File: config.mk
export PLATFORM = sky130hd
export DESIGN_NAME = uart_tx_arbiter
export DESIGN_NICKNAME = d
export VERILOG_FILES = /design/src/rtl/uart_arb_pkg.sv /design/src/rtl/uart_rr_picker.sv /design/src/rtl/uart_tx_arbiter.sv
export SDC_FILE = /design/constraint.sdc
export NUM_CORES = 1
export LEC_CHECK = 0
export ABC_AREA = 1
export CAP_MARGIN = 20
export CORE_ASPECT_RATIO = 1.1
export CORE_MARGIN = 5
export CORE_UTILIZATION = 53
export CTS_BUF_LIST = sky130_fd_sc_hd__clkbuf_8 sky130_fd_sc_hd__clkbuf_16
export DETAILED_ROUTE_END_ITERATION = 8
export GPL_TIMING_DRIVEN = 1
export PLACE_DENSITY = 0.85
export RECOVER_POWER = 50
export SLEW_MARGIN = 20
export SYNTH_ARGS = -nofsm -noshare
export SYNTH_HDL_FRONTEND = slang
export SYNTH_HIERARCHICAL = 1
export SYNTH_SLANG_ARGS = --single-unit
File: constraint.sdc
create_clock -name CLK -period 3.5 [get_ports CLK]
set_input_delay 0.35 -clock CLK [delete_from_list [all_inputs] [get_ports CLK]]
set_output_delay 0.35 -clock CLK [all_outputs]
set_load 0.01 [all_outputs]
File: src/rtl/uart_arb_pkg.sv
// Shared types and helpers for the UART transmit arbiter and its round-robin picker.
package uart_arb_pkg;

    typedef enum logic [1:0] {
        IDLE      = 2'd0,
        SEND      = 2'd1,
        WAIT_BUSY = 2'd2,
        WAIT_DONE = 2'd3
    } arb_state_e;

    // Bits needed to index n items; returns at least 1 so that n=1 still has a legal width.
    function automatic int clog2(input int n);
        int r;
        r = 0;
        for (int v = n - 1; v > 0; v = v >> 1) r++;
        return (r < 1) ? 1 : r;
    endfunction

endpackage

File: src/rtl/uart_rr_picker.sv
// Combinational round-robin picker: the first set request after rr_ptr wins, with wrap-around.
module uart_rr_picker
    import uart_arb_pkg::*;
#(
    parameter int N  = 4,
    parameter int IW = clog2(N)
) (
    input  logic [N-1:0]  req,
    input  logic [IW-1:0] rr_ptr,
    output logic [N-1:0]  grant,
    output logic [IW-1:0] idx,
    output logic          any_req
);

    logic [IW-1:0] cand;

    always_comb begin
        grant   = '0;
        idx     = '0;
        any_req = 1'b0;
        cand    = '0;
        // Scan rr_ptr+1 .. rr_ptr+N so the previous owner is considered last.
        for (int i = 1; i <= N; i++) begin
            cand = IW'((int'(rr_ptr) + i) % N);
            if (!any_req && req[cand]) begin
                any_req     = 1'b1;
                grant[cand] = 1'b1;
                idx         = cand;
            end
        end
    end

endmodule

File: src/rtl/uart_tx_arbiter.sv
// Packet-granular round-robin sharing of one uart_tx among NUM_REQ byte-stream requesters.
//   state     | meaning
//   IDLE      | no owner; grant the next requester once the UART is not busy
//   SEND      | owner holds the UART; launch its byte or count idle gap cycles
//   WAIT_BUSY | byte launched; wait for the UART to report busy
//   WAIT_DONE | byte in flight; on completion release or go back to SEND
module uart_tx_arbiter
    import uart_arb_pkg::*;
#(
    parameter int NUM_REQ     = 4,
    parameter int MAX_PKT     = 16,
    parameter int GAP_TIMEOUT = 255
) (
    input  logic                 CLK,
    input  logic                 RST_N,
    input  logic [NUM_REQ-1:0]   REQ_VALID,
    input  logic [8*NUM_REQ-1:0] REQ_DATA,
    input  logic [NUM_REQ-1:0]   REQ_LAST,
    output logic [NUM_REQ-1:0]   REQ_ACK,
    output logic [NUM_REQ-1:0]   GRANT,
    output logic                 TX_START,
    output logic [7:0]           TX_DATA,
    input  logic                 TX_BUSY,
    output logic                 ARB_IDLE
);

    localparam int IW = clog2(NUM_REQ);

    arb_state_e           state_q, state_d;
    logic [NUM_REQ-1:0]   grant_q, grant_d;
    logic [IW-1:0]        gidx_q, gidx_d;
    logic [IW-1:0]        rr_ptr_q, rr_ptr_d;
    logic [7:0]           byte_cnt_q, byte_cnt_d;
    logic [15:0]          gap_cnt_q, gap_cnt_d;
    logic                 last_q, last_d;
    logic                 tx_start_q, tx_start_d;
    logic [7:0]           tx_data_q, tx_data_d;
    logic [NUM_REQ-1:0]   req_ack_q, req_ack_d;
    logic                 arb_idle_q, arb_idle_d;

    logic [NUM_REQ-1:0]   pick_grant;
    logic [IW-1:0]        pick_idx;
    logic                 pick_any;
    logic                 rel;

    uart_rr_picker #(.N(NUM_REQ), .IW(IW)) u_picker (
        .req     (REQ_VALID),
        .rr_ptr  (rr_ptr_q),
        .grant   (pick_grant),
        .idx     (pick_idx),
        .any_req (pick_any)
    );

    always_comb begin
        state_d    = state_q;
        grant_d    = grant_q;
        gidx_d     = gidx_q;
        rr_ptr_d   = rr_ptr_q;
        byte_cnt_d = byte_cnt_q;
        gap_cnt_d  = gap_cnt_q;
        last_d     = last_q;
        tx_start_d = 1'b0;
        tx_data_d  = tx_data_q;
        req_ack_d  = '0;
        rel        = 1'b0;

        case (state_q)
            IDLE: begin
                if (pick_any && !TX_BUSY) begin
                    grant_d    = pick_grant;
                    gidx_d     = pick_idx;
                    byte_cnt_d = '0;
                    gap_cnt_d  = '0;
                    state_d    = SEND;
                end
            end
            SEND: begin
                if (REQ_VALID[gidx_q]) begin
                    if (!TX_BUSY) begin
                        tx_start_d = 1'b1;
                        tx_data_d  = REQ_DATA[{gidx_q, 3'b000} +: 8];
                        req_ack_d  = grant_q;
                        last_d     = REQ_LAST[gidx_q];
                        byte_cnt_d = byte_cnt_q + 8'd1;
                        gap_cnt_d  = '0;
                        state_d    = WAIT_BUSY;
                    end
                end else begin
                    gap_cnt_d = gap_cnt_q + 16'd1;
                    rel       = (gap_cnt_d == 16'(GAP_TIMEOUT));
                end
            end
            WAIT_BUSY: begin
                if (TX_BUSY) state_d = WAIT_DONE;
            end
            WAIT_DONE: begin
                if (!TX_BUSY) begin
                    if (last_q || byte_cnt_q == 8'(MAX_PKT)) rel = 1'b1;
                    else                                     state_d = SEND;
                end
            end
            default: state_d = IDLE;
        endcase

        // The releasing owner becomes lowest priority for the next pick.
        if (rel) begin
            grant_d  = '0;
            rr_ptr_d = gidx_q;
            state_d  = IDLE;
        end

        arb_idle_d = (state_d == IDLE);
    end

    always_ff @(posedge CLK or negedge RST_N) begin
        if (!RST_N) begin
            state_q    <= IDLE;
            grant_q    <= '0;
            gidx_q     <= '0;
            rr_ptr_q   <= IW'(NUM_REQ - 1);
            byte_cnt_q <= '0;
            gap_cnt_q  <= '0;
            last_q     <= 1'b0;
            tx_start_q <= 1'b0;
            tx_data_q  <= 8'h00;
            req_ack_q  <= '0;
            arb_idle_q <= 1'b1;
        end else begin
            state_q    <= state_d;
            grant_q    <= grant_d;
            gidx_q     <= gidx_d;
            rr_ptr_q   <= rr_ptr_d;
            byte_cnt_q <= byte_cnt_d;
            gap_cnt_q  <= gap_cnt_d;
            last_q     <= last_d;
            tx_start_q <= tx_start_d;
            tx_data_q  <= tx_data_d;
            req_ack_q  <= req_ack_d;
            arb_idle_q <= arb_idle_d;
        end
    end

    assign GRANT    = grant_q;
    assign REQ_ACK  = req_ack_q;
    assign TX_START = tx_start_q;
    assign TX_DATA  = tx_data_q;
    assign ARB_IDLE = arb_idle_q;

endmodule

# Yosys cells after proc, flatten, opt, wreduce, memory -nomap -nowiden
# Cells that the tools add are included.
[totals] elab_cells=124 ff_bits=49 input_bits=43
[classes] n_eq_ne=9 reduce_logical=23 bitwise=4 magnitude_cmp=9 add_sub_neg=6 mux=61 n_shift=1
[op_table] cell="$mux 16" n=3
[op_table] cell="$mux 4" n=10
[op_table] cell="$pmux 16 s2" n=1
[op_table] cell="$shiftx 32x6->8" n=1
[op_table] cell="$mux 8" n=3
[op_table] cell="$mux 2" n=11
[op_table] cell="$mux 1" n=20
[op_table] cell="$add 16x1->16 const B" n=1
[op_table] cell="$eq 16x8->1 const B" n=1
[op_table] cell="$pmux 8 s2" n=1
[op_table] cell="$lt 2x3->1 const B" n=5
[op_table] cell="$bmux 1 s2" n=6
[op_table] cell="$or 4x4->4" n=3
[op_table] cell="$add 8x1->8 const B" n=1
[op_table] cell="$demux 1 s2" n=4
[op_table] cell="$eq 8x5->1 const B" n=1
[op_table] cell="$ge 2x1->1 const B" n=4
[op_table] cell="$logic_and 1x1->1" n=8
[op_table] cell="$pmux 2 s4" n=1
[op_table] cell="$ne 2x2->1 const B" n=3
[op_table] cell="$reduce_and 3->1" n=2
[op_table] cell="$reduce_bool 2->1" n=3
[op_table] cell="$add 2x1->2 const B" n=2
[op_table] cell="$add 2x2->2 const B" n=2
[op_table] cell="10 further kinds" n=16

# Logic depth before layout (Yosys ltp)
[logic_depth] depth_word=18 ltp_mapped=19

# Hierarchy
# Netlist, hierarchy kept.
[by_module_without_submodules] mod="uart_tx_arbiter" instances=1 area_each_um2=2792.7 cells_each=380
[by_module_without_submodules] mod="uart_rr_picker" instances=1 area_each_um2=535.5 cells_each=81

# Least setup slack after synthesis
# OpenSTA, ideal clock, no wires.
[synth_path] path_kind="reg-to-reg" start="register rr_ptr_q[0]" end="register byte_cnt_q[5]" t_arrival_ps=2456 setup_time_ps=134 path_stages_with_launch=20 t_required_ps=3366 setup_slack_ps=910 n_path_buf=2 path_cell_list="dfstp_2 -> buf_6 -> inv_8 -> ha_1 -> inv_2 -> nand3_4 -> nand2_4 -> nor2_4 -> buf_6 -> nand4_1 -> nand2_1 -> nand2_1 -> o21ai_1 -> inv_1 -> nand2_2 -> inv_1 -> nand2_1 -> o21ai_0 -> o21ai_0 -> nor2_1"
[synth_via] elab_chain_len=16
[synth_lines] item="start, declared" line="uart_tx_arbiter.sv:32" text="logic [IW-1:0] rr_ptr_q, rr_ptr_d;"
[synth_lines] item="start signal, assigned" line="uart_tx_arbiter.sv:120" text="rr_ptr_q <= IW'(NUM_REQ - 1);"
[synth_lines] item="start signal, assigned" line="uart_tx_arbiter.sv:132" text="rr_ptr_q <= rr_ptr_d;"
[synth_lines] item="$add 2x1->2" line="uart_rr_picker.sv:24" text="cand = IW'((int'(rr_ptr) + i) % N);"
[synth_lines] item="$bmux 1 s2" line="uart_rr_picker.sv:25" text="if (!any_req && req[cand]) begin"
[synth_lines] item="$mux 1 (not written as such)" line="uart_rr_picker.sv:25"
[synth_lines] item="$mux 1" line="uart_rr_picker.sv:25"
[synth_lines] item="$logic_not 1->1" line="uart_rr_picker.sv:25"
[synth_lines] item="$logic_and 1x1->1" line="uart_rr_picker.sv:25"
[synth_lines] item="$mux 1" line="uart_rr_picker.sv:25"
[synth_lines] item="$logic_not 1->1" line="uart_rr_picker.sv:25"
[synth_lines] item="$logic_and 1x1->1" line="uart_rr_picker.sv:25"
[synth_lines] item="$mux 1" line="uart_rr_picker.sv:25"
[synth_lines] item="$logic_not 1->1" line="uart_rr_picker.sv:25"
[synth_lines] item="$logic_and 1x1->1" line="uart_rr_picker.sv:25"
[synth_lines] item="$mux 1 (*)" line="uart_rr_picker.sv:25"
[synth_lines] item="named net pick_any" line="uart_tx_arbiter.sv:43" text="logic pick_any;"
[synth_lines] item="$logic_and 1x1->1 (*)" line="uart_tx_arbiter.sv:69" text="if (pick_any && !TX_BUSY) begin"
[synth_lines] item="$ne 2x2->1 (no source line) (*)"
[synth_lines] item="$reduce_and 4->1 (no source line) (*)"
[synth_lines] item="end signal, assigned" line="uart_tx_arbiter.sv:133" text="byte_cnt_q <= byte_cnt_d;"
[synth_lines] item="end, declared" line="uart_tx_arbiter.sv:33" text="logic [7:0] byte_cnt_q, byte_cnt_d;"
# The timed path passes the listed nets; every way through them passes the cells marked *. The select of a mux whose other input is x is not followed.
# A chain may end at the register's enable or synchronous reset.

# Final worst setup path
[layout_path] start="register rr_ptr_q[1]" end="register state_q[1]"
[layout_via] elab_chain_len=17
[layout_lines] item="$add 2x1->2" line="uart_rr_picker.sv:24"
[layout_lines] item="$bmux 1 s2" line="uart_rr_picker.sv:25"
[layout_lines] item="$mux 1 (not written as such)" line="uart_rr_picker.sv:25"
[layout_lines] item="$mux 1" line="uart_rr_picker.sv:25"
[layout_lines] item="$logic_not 1->1" line="uart_rr_picker.sv:25"
[layout_lines] item="$logic_and 1x1->1" line="uart_rr_picker.sv:25"
[layout_lines] item="$mux 1" line="uart_rr_picker.sv:25"
[layout_lines] item="$logic_not 1->1" line="uart_rr_picker.sv:25"
[layout_lines] item="(+3 left out)"
[layout_lines] item="$logic_and 1x1->1" line="uart_rr_picker.sv:25"
[layout_lines] item="$mux 1 (*)" line="uart_rr_picker.sv:25"
[layout_lines] item="named net pick_any" line="uart_tx_arbiter.sv:43"
[layout_lines] item="$logic_and 1x1->1 (*)" line="uart_tx_arbiter.sv:69"
[layout_lines] item="$mux 2 (*)" line="uart_tx_arbiter.sv:69"
[layout_lines] item="$pmux 2 s4 (*)" line="uart_tx_arbiter.sv:67" text="case (state_q)"
[layout_lines] item="$mux 2 (*)" line="uart_tx_arbiter.sv:106" text="if (rel) begin"
[layout_lines] item="named net state_d[1]" line="uart_tx_arbiter.sv:29" text="arb_state_e state_q, state_d;"
[layout_lines] item="end signal, assigned" line="uart_tx_arbiter.sv:129" text="state_q <= state_d;"
[layout_lines] item="end, declared" line="uart_tx_arbiter.sv:29"
# Marks and branches as above.

==> summary.md <==
| Metric | Value |
|---|---|
| Status | finished, violations left |
| Violated checks | capacitance limit, slew limit |
| Initial core utilization | 54.1% |
| Setup-failing EPs final | 0 |
| Share of total power in sequential cells | 30.5% |
| Leakage power | 1.81 nW |
| Dpl cells | 592 |
| Max Fanout on Critical Path | 23 |
| GRT Total Usage | 20.0% |
| RSZ-0062 raised after global routing | no |
| VDD IR-drop max | 536 uV |
| Vias in the first global route | 3,091 |
| Final Skew | 7.80 ps |
| Syn Area/Cell | 7.22 sq um |
| Worst Reg-to-Reg Cells | 16 |
| Area grow syn2layout | 22.3% |
| Chip height | 93.1 um |
| Root Buffer | clkbuf_8 |
| Asr flop ratio synth | 100% |
| Gate power share | 57.3% |
| Pwr/cell area | 712 mW/mm^2 |
| Rel. slew slack | -4.51% |
| Reg2Reg Setup Slack | 440 ps |
| Final non-filler cell total | 600 |
| Tcrit/Tclk final | 87.4% |
| CP Class | flip-flop to flip-flop |
| Critical Path Max Stage Delay | 640 ps |
| Clock Sinks | 49 |
| Fmax | 0.327 GHz |
| Top_reg_cell synth | dfrtp_1 |
| Layout cells sized above 1 | 8.65% |
| Worst setup path start | rr_ptr_q[1] |
| Worst r2r dst | state_q[1] |
| Most frequent cells after synthesis | nand2_1 (99), nor2_1 (73), dfrtp_1 (46), o21ai_0 (44), inv_1 (39) |
| Antenna Nets Post-Route | 0 |
| Clock share of power | 12.3% |
| Slew Viols, Final | 29 |
| Num rows | 30 |
| Most frequent cell after synthesis | nand2_1 |
| Yosys reg bits | 49 |
| HP Class | input pin to async pin |
| Post-synth net total | 516 |
| Dpl hpwl | 6170 um |
| P_sw | 1.39 mW |
| Drt first-iter violations | 166 |
| Worst EP arrival | 3290 ps |
| Total wire length | 7950 um |
| Nets | 574 |
| Critical Path RT | 3730 ps |
| Synth top area cells | dfrtp_1 (35%), nand2_1 (11%), nor2_1 (8.2%) |
| I/O Pins | 61 |
| Max Cap Violations | 1 |
| R2r startpoint | rr_ptr_q[1] |
| Setup crit start kind | flip-flop |
| Cell Int Power | 1.51 mW |
| # Post-CTS Setup Buffers | 0 |
| Worst-path cell chain | inv_1, ha_1, inv_2, nand3_4, nand2_4, nor2_4, nand4_1, nand2_1, nand2_1, o21ai_1, inv_1, nand2_2, nor2_4, inv_2, o21ai_0, a21boi_1 |
| GPL Wtd Cong | 0.856 |
| Initial antenna violation count | 0 |
| Cts repair resizes | 0 |
| CTS tree | yes |
| First-pass GRT wire length | 13,200 um |
| Largest net degree at the start of global routing | 29 |
| Total CTS buffers | 5 |
| Gate Count Post-Synth | 461 |
| CP Capture Type | flip-flop |
| Drt via density | 5.47 |
| IO Port Bufs | 60 |
| Sequential share of the synthesized area | 37.0% |
| CTS Hold Buffers Added | 0 |
| CP max-delay cell | dfstp_2 |
| N_diodes | 0 |
| Final Critical Period | 3060 ps |
| YS warnings | 6 |
| Die Wd | 85.6 um |
| Yosys top cell area share | 34.6% |
| Grt total ovfl | 0 |
| Hold Violations, Final | 0 |
| # DRC | 0 |
| Vias | 3,283 |
| Mapped Area | 0.00333 sq mm |
| Critical Path Sink | state_q[1] |
| Sw frac | 47.8% |
| Clock latency on the worst-skew pair | 310 ps |
| Reg clk slew, reported paths | 90 ps |
| Yosys top cell by area | dfrtp_1 |
| Drt wl/cell | 13.2 um |
| Worst Max-Slew Pin Slew | 1570 ps |
| EDFF count, synth | 0 |
| DRT Pass-1 Iters | 5 |
| Clk buf depth | 2 |
| H-tree depth | 2 |
| Setup TNS | 0 ps |
| Post-synthesis cell type count | 35 |
| Core area | 0.00616 sq mm |
| Die footprint | 0.00797 sq mm |
[cells in the final DEF, fill, tap and decap left out, drive strengths merged, types with 4 or more instances in the layout]
master	netlist	final
nand2	110	110
nor2	83	83
a31oi	9	9
ha	12	12
nand4	14	14
xor2	4	4
o22ai	4	4
dfrtp	46	46
clkdlybuf4s50	0	50
a21oi	14	14
nor3	5	5
a21boi	6	6
inv	46	46
nand3	39	39
o21ai	46	46
dlygate4sd3	0	9
clkbuf	7	8
[sequential cells by signal (all words and copies together) (netlist names), 2 cells and up]
| name | flops |
|---|---|
| byte_cnt_q | 8 |
| TX_DATA | 8 |
| GRANT | 4 |
| rr_ptr_q | 2 |
| gap_cnt_q | 16 |
| REQ_ACK | 4 |
| state_q | 2 |
| gidx_q | 2 |
[power by group through the flow]
stage          Combinational, mW  Sequential, mW  Clock, mW
6_report                    1.66           0.883      0.355
5_1_grt                     1.84           0.907      0.383
4_1_cts                     1.66           0.886      0.360
3_5_place_dp                1.66           0.896          0
3_3_place_gp                1.61           0.890          0
2_1_floorplan               1.19           0.881          0
[logic make-up (layout without fill, tap and decap cells)]
kind of cell             after synthesis  in the layout  share of synthesized area (%)
buffers and inverters                 58            117                           7.48
AO/OA/AOI/OAI                         86             86                           15.1
AND/OR/NAND/NOR                      252            252                           34.9
XOR/XNOR                               4              4                           1.05
flip-flops                            49             49                           37.0
adder cells (fa/ha/maj)               12             12                           4.51
[metrics by stage]
step | power, mW | hold slack [ps] | util, % | worst slack, ps | area, sq um
final | 2.90 | 423 | 66.1 | 443 | 4070
after global routing | 3.13 | 537 | 66.1 | 134 | 4070
after CTS | 2.91 | 74.6 | 66.2 | 441 | 4070
after detailed placement | 2.55 | 410 | 64.6 | 462 | 3980
after global placement | 2.50 | 401 | 64.6 | 583 | 3980
after floorplan | 2.07 | 54.4 | - | 910 | 3330
[layer usage]
metal	vias up	GRT usage [%]	share of wire (%)
met2	98	34.9	49
met1	1533	23.9	43
met3	16	4.85	6.5
met4	0	6.73	1.6
met5	-	0	0
li1	1636	-	-
[cell type report]
class                      count  area, sq um
fill                         539         2090
multi-input combinational    354         1850
sequential                    49         1230
timing repair buffer          63          613
inverter                      46          180
tap                           80          100
clock buffer                   6         82.6
clock inverter                 2         13.8
[critical path, delay by kind of cell, from the launching register on]
family,cells,cell delay [ps]
adders and majority gates,1,390
buffers and inverters,4,510
AOI/OAI and AO/OA,3,380
and+or+nand+nor,8,1070
DFF,1,640
[how the worst min path moves through the flow]
stage                     startpoint  slack [ps]             to  depth (start not counted)
after floorplan                RST_N          50       GRANT[0]                          0
after global placement         RST_N         400  gap_cnt_q[10]                          1
after detailed placement       RST_N         410  gap_cnt_q[10]                          1
after CTS                      RST_N          70  gap_cnt_q[10]                          1
after global routing           RST_N         540  gap_cnt_q[10]                          1
final                          RST_N         420      gidx_q[0]                          1
Note: power is estimated with default switching activity, not from simulation.
